$ cat src/rtl/rf_dump_reader_if.sv
// Dump stream for rf_dump_reader: one (address, value, last) beat per valid/ready handshake.
interface rf_dump_reader_if #(
  parameter int unsigned ADDR_W = 5,
  parameter int unsigned DATA_W = 32
);
  logic              dump_valid;
  logic              dump_ready;
  logic [ADDR_W-1:0] dump_addr;
  logic [DATA_W-1:0] dump_data;
  logic              dump_last;

  modport master (
    output dump_valid, dump_addr, dump_data, dump_last,
    input  dump_ready
  );

  modport slave (
    input  dump_valid, dump_addr, dump_data, dump_last,
    output dump_ready
  );
endinterface

$ cat src/rtl/rf_dump_reader.sv
// Walks RF addresses 0..NUM_REGS-1 on one read port and streams (addr, data) beats out.
// Optional RF_DUMP_SKIP_ZERO_EN: registers reading zero produce no beat.
module rf_dump_reader #(
  parameter int unsigned ADDR_W   = 5,
  parameter int unsigned DATA_W   = 32,
  parameter int unsigned NUM_REGS = 32
) (
  input  logic                 clk,
  input  logic                 rst,
  input  logic                 start,
  output logic                 busy,
  output logic [ADDR_W-1:0]    rd_addr,
  input  logic [DATA_W-1:0]    rd_data,
  output logic                 done,
  rf_dump_reader_if.master     dump
);

  localparam logic [ADDR_W-1:0] LAST_IDX = ADDR_W'(NUM_REGS - 1);

  typedef enum logic [1:0] {
    IDLE,
    READ,
    HOLD,
    FINISH
  } state_t;

  state_t            state;
  logic [ADDR_W-1:0] idx;
  logic              skip;

`ifdef RF_DUMP_SKIP_ZERO_EN
  assign skip = (rd_data == '0);
`else
  assign skip = 1'b0;
`endif

  // idx is a register, so the read address is registered too
  assign rd_addr = idx;

  always_ff @(posedge clk) begin
    if (rst) begin
      state           <= IDLE;
      idx             <= '0;
      busy            <= 1'b0;
      done            <= 1'b0;
      dump.dump_valid <= 1'b0;
      dump.dump_addr  <= '0;
      dump.dump_data  <= '0;
      dump.dump_last  <= 1'b0;
    end else begin
      unique case (state)
        IDLE: begin
          if (start) begin
            idx   <= '0;
            busy  <= 1'b1;
            state <= READ;
          end
        end

        READ: begin
          if (skip) begin
            if (idx == LAST_IDX) begin
              idx   <= '0;
              state <= FINISH;
            end else begin
              idx <= idx + 1'b1;
            end
          end else begin
            dump.dump_valid <= 1'b1;
            dump.dump_addr  <= idx;
            dump.dump_data  <= rd_data;
            dump.dump_last  <= (idx == LAST_IDX);
            state           <= HOLD;
          end
        end

        HOLD: begin
          if (dump.dump_ready) begin
            dump.dump_valid <= 1'b0;
            if (idx == LAST_IDX) begin
              idx   <= '0;
              done  <= 1'b1;
              state <= FINISH;
            end else begin
              idx   <= idx + 1'b1;
              state <= READ;
            end
          end
        end

        FINISH: begin
          // Entered from a skipped last register with done still low: raise it for one cycle first
          if (done) begin
            done  <= 1'b0;
            busy  <= 1'b0;
            state <= IDLE;
          end else begin
            done <= 1'b1;
          end
        end

        default: state <= IDLE;
      endcase
    end
  end

endmodule

$ cat src/flat_wrapper.sv
// flat-port wrapper written by rule: the top's interface ports become plain ports
module rf_dump_reader_flat 
#(
  parameter int unsigned ADDR_W   = 5,
  parameter int unsigned DATA_W   = 32,
  parameter int unsigned NUM_REGS = 32
)
  (clk, rst, start, busy, rd_addr, rd_data, done, dump_dump_valid, dump_dump_addr, dump_dump_data, dump_dump_last, dump_dump_ready);
  rf_dump_reader_if #(.ADDR_W(ADDR_W), .DATA_W(DATA_W)) dump_i ();
  input  logic clk;
  input  logic rst;
  input  logic start;
  output logic busy;
  output logic [ADDR_W-1:0] rd_addr;
  input  logic [DATA_W-1:0] rd_data;
  output logic done;
  output wire logic [$bits(dump_i.dump_valid)-1:0] dump_dump_valid;
  output wire logic [$bits(dump_i.dump_addr)-1:0] dump_dump_addr;
  output wire logic [$bits(dump_i.dump_data)-1:0] dump_dump_data;
  output wire logic [$bits(dump_i.dump_last)-1:0] dump_dump_last;
  input wire logic [$bits(dump_i.dump_ready)-1:0] dump_dump_ready;
  assign dump_dump_valid = dump_i.dump_valid;
  assign dump_dump_addr = dump_i.dump_addr;
  assign dump_dump_data = dump_i.dump_data;
  assign dump_dump_last = dump_i.dump_last;
  assign dump_i.dump_ready = dump_dump_ready;
  rf_dump_reader #(.ADDR_W(ADDR_W), .DATA_W(DATA_W), .NUM_REGS(NUM_REGS)) u_core (.clk(clk), .rst(rst), .start(start), .busy(busy), .rd_addr(rd_addr), .rd_data(rd_data), .done(done), .dump(dump_i));
endmodule
$ cat config.mk
export PLATFORM = sky130hd
export DESIGN_NAME = rf_dump_reader_flat
export DESIGN_NICKNAME = d
export VERILOG_FILES = /design/src/rtl/rf_dump_reader_if.sv /design/src/rtl/rf_dump_reader.sv /design/src/flat_wrapper.sv
export SDC_FILE = /design/constraint.sdc
export NUM_CORES = 1
export LEC_CHECK = 0
export BUFFER_PORTS_ARGS = -buffer_cell sky130_fd_sc_hd__buf_2
export CAP_MARGIN = 15
export CORE_MARGIN = 1.5
export CORE_UTILIZATION = 41
export DETAILED_ROUTE_END_ITERATION = 10
export GPL_TIMING_DRIVEN = 0
export PLACE_DENSITY = 0.74
export REMOVE_ABC_BUFFERS = 1
export SLEW_MARGIN = 20
export SYNTH_ARGS = -nofsm -noshare
export SYNTH_HDL_FRONTEND = slang
export SYNTH_SLANG_ARGS = --single-unit
$ cat constraint.sdc
create_clock -name clk -period 2 [get_ports clk]
set_clock_uncertainty 0.1 [all_clocks]
set_input_delay 0.3 -clock clk [delete_from_list [all_inputs] [get_ports clk]]
set_output_delay 0.3 -clock clk [all_outputs]
set_load 0.02 [all_outputs]
==> run summary <==
status = completed
DR iter-0 viols = 62
Post-DP HPWL = 2600 µm
asr flop ratio synth = 0%
Worst Hold Class = in -> reg
Tcrit/Tclk final = 95.7%
worst slew pin tran = 0.864 ns
Rel. slew slack = 42.4%
Worst-path clk slew = 0.08 ns
average cell area after synthesis = 8.08 µm²
CP Cell Sequence = ha_4, and3_4, ha_4, or3b_1, or4_1, a21oi_1
die area = 0.00482 mm²
WL/cell = 11.4 µm
WP data required = 2.12 ns
PwrDens = 822 mW/mm²
fmax = 0.523 GHz
I/O pin cnt = 82
CP most frequent cell = ha_4
ant diodes = 0
final hold violations = 0
Total GRT Usage = 16.8%
hold-fix buffers at CTS = 0
post-layout minimum cycle time = 1.91 ns
routability congestion estimate = 0.782
site row count = 23
M1 WL = 1820 µm
most numerous cell in the Yosys netlist = nand2_1
Area growth syn-to-layout = 33.7%
final std cells w/o fill = 350
Area contributors post-synth = dfxtp_1 (53%), nand2_1 (17%), a21oi_1 (13%)
cell count after synthesis = 224
Max-cap violations = 0
family with the most delay on the worst path = simple AND/OR/NAND/NOR gates
layout cells sized above 1 = 33.3%
CP bufs+invs = 0
final core occ = 58.8%
DR vias = 1691
Die W = 69.5 µm
WL final = 4000 µm
initial core utilization = 44.0%
flop and latch count out of synthesis = 48
Vias per Instance = 4.83
Final ANT Viol Nets = 0
metal3 WL = 230 µm
predominant post-synthesis flop cell = dfxtp_1
clock buffer count from CTS = 5
Netlist cell types = 27
max-slew violations = 0
GRT Residual Overflow = 0
CP Class = reg -> reg
TritonRoute pass-1 iters = 4
clock sink count = 48
top cells by count, synth = nand2_1 (83), dfxtp_1 (48), a21oi_1 (46)
Yosys warnings = 0
worst-path fanout max = 6
met2 routed WL = 1900 µm
fin nets = 338
CP Capture Type = flop
htree depth = 2
register area share after synthesis = 53.1%
RSZ-0062 raised after global routing = true
CTS tree = done
netlist area before placement = 0.00181 mm²
slowest CP cell = or4_1
first-pass GRT wire length = 6600 µm
vias in the first global route = 1480
dpl cells = 341
share of the synthesized area in the top cell type = 53.1%
Remaining DRCs = 0
Chip Height = 69.5 µm
clk buf depth = 2
CP Launch Type = flop
cell taking the most area after synthesis = dfxtp_1
initial antenna violation count = 0
Root Buffer Master = clkbuf_8
core area = 0.00412 mm²
CP max stage delay = 0.40 ns
port bufs = 81
Peak VDD IR = 0.433 mV
Worst EP arrival = 2.04 ns
setup violators final = 0
EDFF count, synth = 0
worst-skew pair later-pin latency = 0.29 ns
static leakage = 1.07 nW
largest net degree at the start of global routing = 49
Top Layer Used = met4
path summary, 6_finish.rpt:
kind                            startpoint                   endpoint  slack, ns  cells past startpoint
hold / removal                 rd_data[15]  u_core.dump.dump_data[15]       0.13                      3
setup / recovery         u_core.rd_addr[1]          u_core.rd_addr[2]       0.09                      6
setup reg to reg         u_core.rd_addr[1]          u_core.rd_addr[2]       0.09                      6
hold reg to reg   u_core.dump.dump_data[3]   u_core.dump.dump_data[3]       0.35                      2
cell families (layout without fill, tap and decap cells):
family                     count (synthesis)  after routing  share of synthesized area (%)
muxes                                      1              1                          0.553
buffers and inverters                     16             92                           4.08
adders and majority gates                  3              3                           2.07
AOI/OAI and AO/OA                         55             55                           16.2
DFF                                       48             48                           53.1
and+or+nand+nor                          101            101                           24.0
where the power goes:
group          leakage [nW]  total (mW)  internal (mW)  switching (mW)
Combinational         0.625       0.278          0.112           0.166
Clock                0.0552       0.680          0.371           0.309
Sequential            0.392        1.03          0.999          0.0308
cell usage in the layout (no fill, tap or decap), types with 2 or more instances in the layout:
cell / netlist / final
clkbuf_8: 0 / 5
nand2_1: 83 / 83
o21ai_0: 3 / 3
buf_16: 0 / 2
dfxtp_1: 48 / 46
nand2b_1: 4 / 3
buf_2: 5 / 81
ha_4: 0 / 2
a21oi_1: 46 / 46
nor2_1: 2 / 2
a211oi_1: 2 / 2
state kept, by name, summed over array words and instances (netlist names):
register,count
u_core.busy,1
u_core.state,2
u_core.done,1
u_core.dump.dump_last,1
u_core.dump.dump_addr,5
u_core.dump.dump_data,32
u_core.rd_addr,5
u_core.dump.dump_valid,1
metrics by stage:
step	power [mW]	setup TNS, ns	hold slack [ns]	cell area, µm²	setup WS [ns]
floorplan	1.19	-11.26	0.269	1740	-0.287
global placement	1.31	-48.25	0.339	2200	-1.29
CTS	2.02	0	0.119	2410	0.0561
finish	1.99	0	0.131	2420	0.0866
global route	2.10	-0.0120	0.118	2420	-0.0120
detailed placement	1.33	-0.129	0.343	2270	-0.129
final cells by class:
class	instances	area [µm²]
clock buffers	6	72.6
multi-input cells	160	816
flip-flops and latches	48	966
fillers	419	1700
well taps	50	62.6
repair buffers	84	468
clock inverters	2	35.0
tightest hold or removal path: stages:
cell     delay, ns
buf_2         0.09
nand2_1       0.04
a21oi_1       0.05
layer usage:
layer	track usage [%]	vias to the layer above
met2	28.5	48
met4	7.19	0
met5	0	-
met3	4.51	5
li1	-	886
met1	20.0	752
what timing repair did:
item                                   CTS  global route
setup endpoints to repair                1             1
pin swaps                                2             1
endpoints found under the hold margin    0             0
buffers inserted                         1             0
gates resized for setup                  7             1
(Power assumes the default switching activity.)
